## src/rtl/led_ctrl_pkg.sv

```systemverilog
// rtl/led_ctrl_pkg.sv - shared types, encodings and start patterns for the LED sequencer
package led_ctrl_pkg;

   localparam int LED_N = 8;

   typedef enum logic [1:0] {
      MODE_ROT_R  = 2'd0,
      MODE_ROT_L  = 2'd1,
      MODE_BOUNCE = 2'd2,
      MODE_BLINK  = 2'd3
   } mode_e;

   typedef enum logic {
      ST_RUN   = 1'b0,
      ST_PAUSE = 1'b1
   } state_e;

   localparam logic [LED_N-1:0] LIT_START       = 8'h01;
   localparam logic [LED_N-1:0] LIT_BLINK_START = 8'hFF;

   // Last step-counter value before a step: 2**speed - 1
   function automatic logic [2:0] step_limit(input logic [1:0] speed);
      case (speed)
         2'd0:    return 3'd0;
         2'd1:    return 3'd1;
         2'd2:    return 3'd3;
         default: return 3'd7;
      endcase
   endfunction

   function automatic logic [LED_N-1:0] start_lit(input mode_e m);
      return (m == MODE_BLINK) ? LIT_BLINK_START : LIT_START;
   endfunction

endpackage

```

## src/rtl/led_pattern_ctrl_tick_gen.sv

```systemverilog
// rtl/led_pattern_ctrl_tick_gen.sv - base-tick prescaler with run enable and synchronous clear
module tick_gen #(
   parameter int BASE_DIV = 1200000,
   parameter int DIV_W    = 24
) (
   input  logic clk,
   input  logic rst,
   input  logic en,
   input  logic clr,
   output logic base_tick
);

   localparam logic [DIV_W-1:0] CNT_MAX = DIV_W'(BASE_DIV - 1);

   logic [DIV_W-1:0] cnt;

   assign base_tick = en && (cnt == CNT_MAX);

   // Clear wins over wrap/count so a mode change always restarts the period
   always_ff @(posedge clk or posedge rst) begin
      if (rst) begin
         cnt <= '0;
      end else if (clr) begin
         cnt <= '0;
      end else if (base_tick) begin
         cnt <= '0;
      end else if (en) begin
         cnt <= cnt + DIV_W'(1);
      end
   end

endmodule

```

## src/rtl/led_pattern_ctrl.sv

```systemverilog
// rtl/led_pattern_ctrl.sv - 8-LED pattern sequencer with four modes, four speeds and pause
module led_pattern_ctrl
   import led_ctrl_pkg::*;
#(
   parameter int BASE_DIV = 1200000,
   parameter int DIV_W    = 24
) (
   input  logic             clk,
   input  logic             rst,
   input  logic             mode_btn,
   input  logic             pause_btn,
   input  logic [1:0]       speed,
   output logic [LED_N-1:0] led,
   output logic [1:0]       mode,
   output logic             running,
   output logic             step_tick
);

   state_e           st, st_nxt;
   mode_e            mode_q, mode_inc;
   logic [LED_N-1:0] lit, lit_nxt;
   logic [2:0]       pos, pos_nxt;
   logic             dir_up, dir_nxt;
   logic [2:0]       stepcnt;
   logic             base_tick;
   logic             do_step;

   tick_gen #(
      .BASE_DIV (BASE_DIV),
      .DIV_W    (DIV_W)
   ) u_tick_gen (
      .clk       (clk),
      .rst       (rst),
      .en        (st == ST_RUN),
      .clr       (mode_btn),
      .base_tick (base_tick)
   );

   assign mode_inc = mode_e'(mode_q + 2'd1);
   // A coincident mode change discards the step
   assign do_step  = base_tick && !mode_btn && (stepcnt >= step_limit(speed));

   always_ff @(posedge clk or posedge rst) begin
      if (rst) begin
         st <= ST_RUN;
      end else begin
         st <= st_nxt;
      end
   end

   always_comb begin
      st_nxt = st;
      if (pause_btn) begin
         case (st)
            ST_RUN:   st_nxt = ST_PAUSE;
            ST_PAUSE: st_nxt = ST_RUN;
            default:  st_nxt = ST_RUN;
         endcase
      end
   end

   always_comb begin
      lit_nxt = lit;
      pos_nxt = pos;
      dir_nxt = dir_up;
      case (mode_q)
         MODE_ROT_R: lit_nxt = {lit[0], lit[LED_N-1:1]};
         MODE_ROT_L: lit_nxt = {lit[LED_N-2:0], lit[LED_N-1]};
         MODE_BOUNCE: begin
            if (dir_up) begin
               if (pos == 3'd7) begin
                  pos_nxt = 3'd6;
                  dir_nxt = 1'b0;
               end else begin
                  pos_nxt = pos + 3'd1;
               end
            end else begin
               if (pos == 3'd0) begin
                  pos_nxt = 3'd1;
                  dir_nxt = 1'b1;
               end else begin
                  pos_nxt = pos - 3'd1;
               end
            end
            lit_nxt          = '0;
            lit_nxt[pos_nxt] = 1'b1;
         end
         MODE_BLINK: lit_nxt = ~lit;
         default:    lit_nxt = lit;
      endcase
   end

   always_ff @(posedge clk or posedge rst) begin
      if (rst) begin
         mode_q    <= MODE_ROT_R;
         lit       <= LIT_START;
         pos       <= 3'd0;
         dir_up    <= 1'b1;
         stepcnt   <= 3'd0;
         step_tick <= 1'b0;
      end else begin
         step_tick <= do_step;
         if (mode_btn) begin
            mode_q  <= mode_inc;
            lit     <= start_lit(mode_inc);
            pos     <= 3'd0;
            dir_up  <= 1'b1;
            stepcnt <= 3'd0;
         end else if (base_tick) begin
            if (do_step) begin
               stepcnt <= 3'd0;
               lit     <= lit_nxt;
               pos     <= pos_nxt;
               dir_up  <= dir_nxt;
            end else begin
               stepcnt <= stepcnt + 3'd1;
            end
         end
      end
   end

   assign led     = ~lit;
   assign mode    = mode_q;
   assign running = (st == ST_RUN);

endmodule

```

## config.mk

```make
export PLATFORM = sky130hd
export DESIGN_NAME = led_pattern_ctrl
export DESIGN_NICKNAME = d
export VERILOG_FILES = /design/src/rtl/led_ctrl_pkg.sv /design/src/rtl/led_pattern_ctrl_tick_gen.sv /design/src/rtl/led_pattern_ctrl.sv
export SDC_FILE = /design/constraint.sdc
export NUM_CORES = 1
export LEC_CHECK = 0
export ABC_AREA = 1
export BUFFER_PORTS_ARGS = -buffer_cell sky130_fd_sc_hd__buf_4
export CAP_MARGIN = 20
export CORE_MARGIN = 2
export CORE_UTILIZATION = 50
export CTS_CLUSTER_DIAMETER = 100
export DETAILED_ROUTE_END_ITERATION = 10
export GPL_TIMING_DRIVEN = 0
export HOLD_SLACK_MARGIN = 0.03
export PLACE_DENSITY = 0.76
export SLEW_MARGIN = 0
export SYNTH_ARGS = -nofsm -noshare
export SYNTH_HDL_FRONTEND = slang
export SYNTH_SLANG_ARGS = --single-unit
```

## constraint.sdc

```tcl
create_clock -name clk -period 1.8 [get_ports clk]
set_input_delay 0.18 -clock clk [delete_from_list [all_inputs] [get_ports clk]]
set_output_delay 0.18 -clock clk [all_outputs]
set_load 0.1 [all_outputs]
```

==> results of run 1 <==
==> routing by layer <==
layer  GRT usage (%)  vias to the layer above  routed length, µm
li1                -                     1328                  -
met1           27.11                     1242               2822
met2           39.33                       60               3299
met3           3.733                       12                247
met4           9.138                        0                119
met5               0                        -                  0
==> critical path: stages (launching register included) <==
cell and delay (ns):
dfrtp_1 0.42, inv_2 0.07, ha_4 0.18, ha_2 0.18, o21ai_2 0.17, nand2_1 0.09
nand2_2 0.09, inv_1 0.07, nand2_1 0.07, nand2_1 0.05, nand2_1 0.05, nand2_1 0.04
nand2_1 0.06, nand2_1 0.04
==> cells by family (layout without fill, tap and decap cells) <==
| group | Yosys count | after routing |
|---|---|---|
| XOR/XNOR | 9 | 9 |
| adder cells (fa/ha/maj) | 15 | 15 |
| AO/OA/AOI/OAI | 51 | 51 |
| AND/OR/NAND/NOR | 228 | 228 |
| flip-flops | 43 | 43 |
| buffers and inverters | 58 | 89 |
==> metrics by stage <==
| stage | total power, µW | util [%] | std cells | worst slack (ns) |
|---|---|---|---|---|
| floorplan | 3014 | - | 404 | 0.02429 |
| CTS | 4288 | 58.80 | 504 | 0.01933 |
| global route | 4766 | 61.35 | 507 | -0.04106 |
| detailed placement | 3470 | 56.19 | 494 | -0.1117 |
| finish | 4463 | 61.35 | 507 | 0.1064 |
| global placement | 3415 | 55.83 | 493 | -0.2230 |
==> layout make-up <==
| cell class | count | area [µm²] |
|---|---|---|
| well taps | 72 | 90.09 |
| fillers | 501 | 2128 |
| clock buffers | 6 | 82.58 |
| flip-flops and latches | 43 | 1087 |
| multi-input cells | 303 | 1647 |
| repair buffers | 26 | 214.0 |
| inverters | 52 | 200.2 |
| clock inverters | 2 | 35.03 |
| plain buffers | 3 | 22.52 |
==> power by group <==
group | total, µW | internal, µW | switching (µW)
Combinational | 2310 | 645 | 1670
Sequential | 1350 | 1140 | 215
Clock | 797 | 449 | 348
Total | 4460 | 2230 | 2230
==> what timing repair did <==
item	in CTS	in global routing
hold buffers	1	0
buffers inserted	2	5
setup endpoints to repair	9	33
endpoints found under the hold margin	9	0
resized for setup	4	34
pin swaps	1	12
==> flip-flops by register name, indices dropped and copies added (netlist names) <==
signal / count
step_tick: 1
mode: 2
pos: 3
st: 1
u_tick_gen.cnt: 24
lit: 8
dir_up: 1
stepcnt: 3
==> how the worst max path moves through the flow <==
stage               slack (ns)         end         startpoint  depth (start not counted)
floorplan                 0.02      lit[7]            mode[0]                         11
global placement         -0.22     mode[0]                rst                          2
detailed placement       -0.11      lit[4]             pos[0]                         12
CTS                       0.02  stepcnt[1]  u_tick_gen.cnt[0]                         11
global route             -0.04      lit[2]             pos[1]                         15
finish                    0.11      lit[3]             pos[1]                         13
==> cell usage in the layout, fill, tap and decap left out, drive strengths merged, types with 2 or more instances in the layout <==
cell type / synthesis / final
a21oi: 25 / 25
dfstp: 2 / 2
inv: 52 / 52
nor2: 56 / 56
nand3b: 2 / 2
nand3: 26 / 26
xor2: 6 / 6
dfrtp: 41 / 41
clkbuf: 4 / 7
nor3: 9 / 9
ha: 15 / 15
xnor2: 3 / 3
buf: 2 / 27
or2: 2 / 2
o21ai: 23 / 23
nand4: 3 / 3
nand2: 129 / 129
==> metrics.cfg, run 1 <==
[sta]
tightest_slew_ns=0.4654
fin_crit_ns=1.694
fmax_mhz=590.5
hold_viol_final=0
finClkSkew_ns=0.01525
slew_violations=0
whs_ns=0.03183
setup_viol=0
timing.slew.headroom_pct=68.97
timing.setup.tns_ns=0
rsz0062_at_grt=true
min_period_over_period_pct=94.09

[worst_setup_path]
reg2reg_slack_ns=0.11
rr_startpoint=pos[1]
worstReg2RegEnd=lit[3]
setup.worst_path.start_class=flop
crit_fanout=4
cp.required_ns=2.00
arrival_ns=1.89
critPathKind=flop to flop
r2r_cells=13
end_kind=flop

[worst_hold_path]
min_to=st
worstHoldStart=pause_btn
hold_depth=2
min_path_type=input pin to flop

[grt]
antenna_found_initial=0
gr-total-overflow=0
track_usage_pct=22.40
grt_max_degree=34
grt_pass1_vias=2603
grt_pass1_wl_um=11320

[route]
drc=0
avgViaCountPerCell=5.211
first_pass_iters=4
wl_per_cell_um=12.80
drt-initial-drc-count=153
wl_um=6489
route.vias.total=2642
drtAntennaViolNets=0

[clock_network]
cts_root_buf=clkbuf_8
cts.sinks=43
cts.reportedPaths.clkPinSlew_ns=0.09
worst_skew_pair.late_latency_ns=0.31
cts_buffers=5
cts_buffer_depth=2
cts_tree=yes
h-tree-depth=2

[yosys]
synth-edff-count=0
synth_simple_gate_area_share_pct=34.83
netlist_top_cells_area=dfrtp_1, nand2_1, ha_1
yosys_warnings=0
ys_ff_latch=43
synth_seq_area_share_pct=37.86
ys_types=32
synth_xor_area_share_pct=2.767
synthMuxAreaShare_pct=0
synth_async_sr_flop_share_pct=100.0
avgSynthCellArea_um2=7.052
yosysMostFrequentCell=nand2_1
yosys.area.top_type=dfrtp_1
ys.flop_type=dfrtp_1
yosys.area_share.adder_pct=6.588
synth_top_area_share_pct=36.01
synthCells=404
synth_common_cells=nand2_1, nor2_1, inv_1, dfrtp_1, a21oi_1
synth_area_um2=2849
synth-compound-area-share_pct=9.881
synth_top_family_by_area=simple AND/OR/NAND/NOR gates
synth_nets=425

[finish]
fin_area_um2=3378
diodes=0
area_growth_pct=18.58
fin_nets=455
drive_above_1_share_pct=21.15

[place]
place_congestion=0.9405
port_buffers=17
post_dp_cell_area_um2=3094
hpwl_um=4684

[die]
die-area_um2=6318
die_x_um=79.49
rows=27
die_h_um=79.49
start_util_pct=51.74
core_um2=5507
ios=18

[pwr]
p_leak_uw=0.001655
power-per-cell-area_nw_per_um2=1321
vdd_ir_drop_max_mv=0.8863

[flow_run]
max-cap-violations=0

[outcome]
status=complete, no violations

No activity file was read; power rests on OpenSTA's default activity.
==> run 2, diff against run 1 <==
REMOVE_ABC_BUFFERS = 1   (was not set)
==> metrics.cfg, run 2 (synthesis results as in run 1) <==
[worst_setup_path]
crit_buf_inv=1
end_kind=flop
arrival_ns=1.90
cp.required_ns=2.03
cp_cell_sequence=ha_1 -> nand2_1 -> nor2_4 -> nand2_2 -> nor2_4 -> nand2_2 -> nand2_8 -> inv_4 -> o21ai_0 -> a21oi_1
cp_top_family=simple AND/OR/NAND/NOR gates
cpMaxStageDelayCell=dfrtp_1
max_stage_delay_ns=0.41
setup.worst_path.start_class=flop
crit_fanout=16
critPathKind=flop to flop

[sta]
layout_setup_ws_ns=0.1233
rsz0062_at_grt=true
timing.slew.headroom_pct=40.25
timing.setup.tns_ns=0
fin_crit_ns=1.677
setup_viol=0
fmax_mhz=596.4
hold_viol_final=0
whs_ns=0.05068
min_period_over_period_pct=93.15
slew_violations=0
finClkSkew_ns=0.004454
tightest_slew_ns=0.8950

[route]
wl_um=6117
drt-initial-drc-count=143
avgViaCountPerCell=5.147
wl_per_cell_um=12.31
route.vias.total=2558
first_pass_iters=4
top_layer_used=met4
wl_met1_um=2794
met2_length_um=3029
drc=0
dr_wl_met3_um=203
drtAntennaViolNets=0

[clock_network]
cts.reportedPaths.clkPinSlew_ns=0.08
cts_buffers=5
cts_hold_buf=0
cts_tree=yes
cts_root_buf=clkbuf_8
cts_buffer_depth=2
cts.sinks=43
h-tree-depth=2
worst_skew_pair.late_latency_ns=0.30

[die]
die_h_um=79.49
start_util_pct=51.74
die-area_um2=6318
rows=27
ios=18
core_um2=5507
die_x_um=79.49

[pwr]
p_leak_uw=0.001589
vdd_ir_drop_max_mv=0.8248
power-per-cell-area_nw_per_um2=1295
power_uw=4134

[place]
place_congestion=0.9129
pre_cts_slack_ns=-0.05579
port_buffers=17
hpwl_um=4385

[worst_hold_path]
min_path_type=input pin to flop

[grt]
antenna_found_initial=0
grt_pass1_vias=2479
grt_pass1_wl_um=10590
grt_max_degree=44
gr-total-overflow=0
track_usage_pct=21.12

[finish]
layout_common_cells=nand2_1, nor2_1, inv_1, dfrtp_1, a21oi_1
drive_above_1_share_pct=16.47
top_register=u_tick_gen.cnt
area_growth_pct=12.08
largest_reg_flops=24
multi_input_area_um2=1589
diodes=0
fin_nets=446
nFillCells=516
final_common_cell=nand2_1
reg.largest.list=u_tick_gen.cnt (24), lit (8)
ff_latch_area_um2=1079

[outcome]
status=complete, no violations

[flow_run]
max-cap-violations=0

[run 2: repair_timing]
| action | CTS | global route |
|---|---|---|
| setup endpoints to repair | 8 | 23 |
| resized for setup | 3 | 18 |
| buffers inserted | 1 | 2 |
| pin swaps | 0 | 1 |
[run 2: worst paths after layout]
check,startpoint,cells past startpoint,to,slack [ns]
worst min-delay path,pause_btn,2,st,0.05
max in group asynchronous,rst,2,lit[2],1.16
worst max register to register,u_tick_gen.cnt[0],10,u_tick_gen.cnt[21],0.12
worst min register to register,lit[0],2,lit[0],0.53
min in group asynchronous,rst,2,pos[1],0.07
worst max-delay path,u_tick_gen.cnt[0],10,u_tick_gen.cnt[21],0.12
[run 2: metal layers]
layer | global-route usage (%) | up-vias
li1 | - | 1314
met2 | 36.47 | 38
met4 | 8.276 | 0
met3 | 3.394 | 9
met5 | 0 | -
met1 | 26.35 | 1197
[run 2: final cells by class]
type / instances / share of cell area [%]
multi-input cells: 303 / 49.76
well taps: 72 / 2.821
flip-flops and latches: 43 / 33.78
repair buffers: 20 / 4.702
clock buffers: 6 / 2.586
clock inverters: 1 / 0.1567
inverters: 52 / 6.191
[run 2: power breakdown]
group	internal, µW	switching (µW)
clock network	301	325
registers	1120	202
logic	578	1610
total	2000	2130
[run 2: per-stage QoR]
step,utilization [%],std cells,area (µm²)
after floorplan,-,398,2814
after global placement,55.06,487,3032
after detailed placement,55.06,487,3032
after CTS,56.94,495,3136
after global routing,57.99,497,3193
final,57.99,497,3193
==> run 3, diff against run 2 <==
SETUP_SLACK_MARGIN = 0.4   (was not set)
==> metrics.cfg, run 3 (synthesis results as in run 1) <==
[worst_setup_path]
cp.required_ns=2.04
cp_top_family=simple AND/OR/NAND/NOR gates
crit_buf_inv=4
arrival_ns=1.83
cp_common_cell=nand2_1
critPathKind=flop to flop
setup.worst_path.start_class=flop
cp_cell_sequence=inv_2 -> ha_4 -> inv_4 -> ha_4 -> nor2_2 -> inv_1 -> nand2_2 -> inv_2 -> nor2_4 -> nand2_2 -> nand2_1 -> nand2_1 -> nand2_1 -> nand2_1 -> nand2_1
max_stage_delay_ns=0.40
cpMaxStageDelayCell=dfrtp_1
end_kind=flop
crit_fanout=4

[sta]
finClkSkew_ns=0.004215
timing.setup.tns_ns=0
setup_viol=0
timing.slew.headroom_pct=40.11
hold_viol_final=0
min_period_over_period_pct=88.56
rsz0062_at_grt=true
fmax_mhz=627.3
slew_violations=0
whs_ns=0.05137
tightest_slew_ns=0.8971
fin_crit_ns=1.594

[clock_network]
cts_tree=yes
cts_buffer_depth=2
cts.sinks=43
cts_buffers=5
cts_root_buf=clkbuf_8
cts.reportedPaths.clkPinSlew_ns=0.08
worst_skew_pair.late_latency_ns=0.30
h-tree-depth=2

[pwr]
p_leak_uw=0.001721
p_sw_share_pct=51.65
power_uw=4402
power_frac_comb_pct=56.0
power-per-cell-area_nw_per_um2=1242
p_clk_share_pct=14.2
internal_power_uw=2128
vdd_ir_drop_max_mv=0.8394
power_frac_seq_pct=29.8
power_switching_uw=2274

[finish]
layout_common_cells=nand2_1, dfrtp_1, nor2_1, inv_1, buf_4
nFillCells=471
drive_above_1_share_pct=28.89
largest_reg_flops=24
reg.largest.list=u_tick_gen.cnt (24), lit (8)
area_growth_pct=24.46
final_common_cell=nand2_1
diodes=0
fin_nets=464
fin_area_um2=3546
top_register=u_tick_gen.cnt

[route]
drt-initial-drc-count=148
wl_per_cell_um=12.96
wl_um=6672
drtAntennaViolNets=0
route.vias.total=2687
avgViaCountPerCell=5.217
first_pass_iters=4
drc=0

[place]
port_buffers=17
post_dp_cell_area_um2=3032
place_congestion=0.9129
hpwl_um=4385

[grt]
gr-total-overflow=0
antenna_found_initial=0
track_usage_pct=22.53
grt_max_degree=44
grt_pass1_wl_um=11260
grt_pass1_vias=2601

[die]
rows=27
core_um2=5507
die_x_um=79.49
die-area_um2=6318
ios=18
die_h_um=79.49
start_util_pct=51.74

[worst_hold_path]
min_path_type=input pin to flop

[flow_run]
max-cap-violations=0

[outcome]
status=complete, no violations

## run 3: cell count changes in the layout (fill, tap and decap cells not counted), sizes merged
cell and delta:
buf +18
## run 3: power by group through the flow
stage               logic, µW  clock network [µW]  registers [µW]
finish                   2470                 626            1310
global route             2670                 681            1330
CTS                      2300                 645            1320
detailed placement       2100                   0            1340
global placement         2050                   0            1330
floorplan                1540                   0            1440
## run 3: layout make-up
cell class,instances,area [µm²],area share [%]
multi-input cells,303,1775,50.07
flip-flops and latches,43,1081,30.49
repair buffers,38,301.5,8.504
inverters,52,210.2,5.928
well taps,72,90.09,2.541
clock buffers,6,82.58,2.329
clock inverters,1,5.005,0.1411
## run 3: final timing paths
| kind | startpoint | to | slack (ns) | cells after the start |
|---|---|---|---|---|
| setup / recovery | pos[0] | lit[3] | 0.21 | 15 |
| hold / removal | pause_btn | st | 0.05 | 2 |
| setup reg to reg | pos[0] | lit[3] | 0.21 | 15 |
| hold reg to reg | lit[0] | lit[0] | 0.53 | 2 |
| max in group asynchronous | rst | mode[0] | 1.12 | 2 |
| min in group asynchronous | rst | pos[1] | 0.07 | 2 |
## run 3: through the flow
step,setup slack [ns],std cells,util (%)
floorplan,-0.3314,398,-
global placement,-0.02965,487,55.06
detailed placement,-0.05579,487,55.06
CTS,0.2157,509,61.78
global route,0.08991,515,64.39
finish,0.2059,515,64.39
## run 3: layer usage
| metal | vias to the layer above | global-route usage, % | routed length, µm |
|---|---|---|---|
| li1 | 1351 | - | - |
| met1 | 1284 | 27.39 | 2962 |
| met2 | 38 | 39.92 | 3399 |
| met3 | 14 | 3.959 | 181 |
| met4 | 0 | 7.931 | 128 |
| met5 | - | 0 | 0 |
## run 3: what timing repair did
item | 4_1_cts | 5_1_grt
pin swaps | 17 | 19
setup buffers | 15 | 6
endpoints found under the setup margin | 40 | 40
gates cloned | 0 | 0
hold buffers | 0 | 0
gates resized for setup | 52 | 31
## run 3: worst reg2reg max path: cells and delay by family, from the launching register on
kind	cells	cell delay, ns
adders and majority gates	2	0.31
and+or+nand+nor	9	0.59
DFF	1	0.40
buffers and inverters	4	0.24
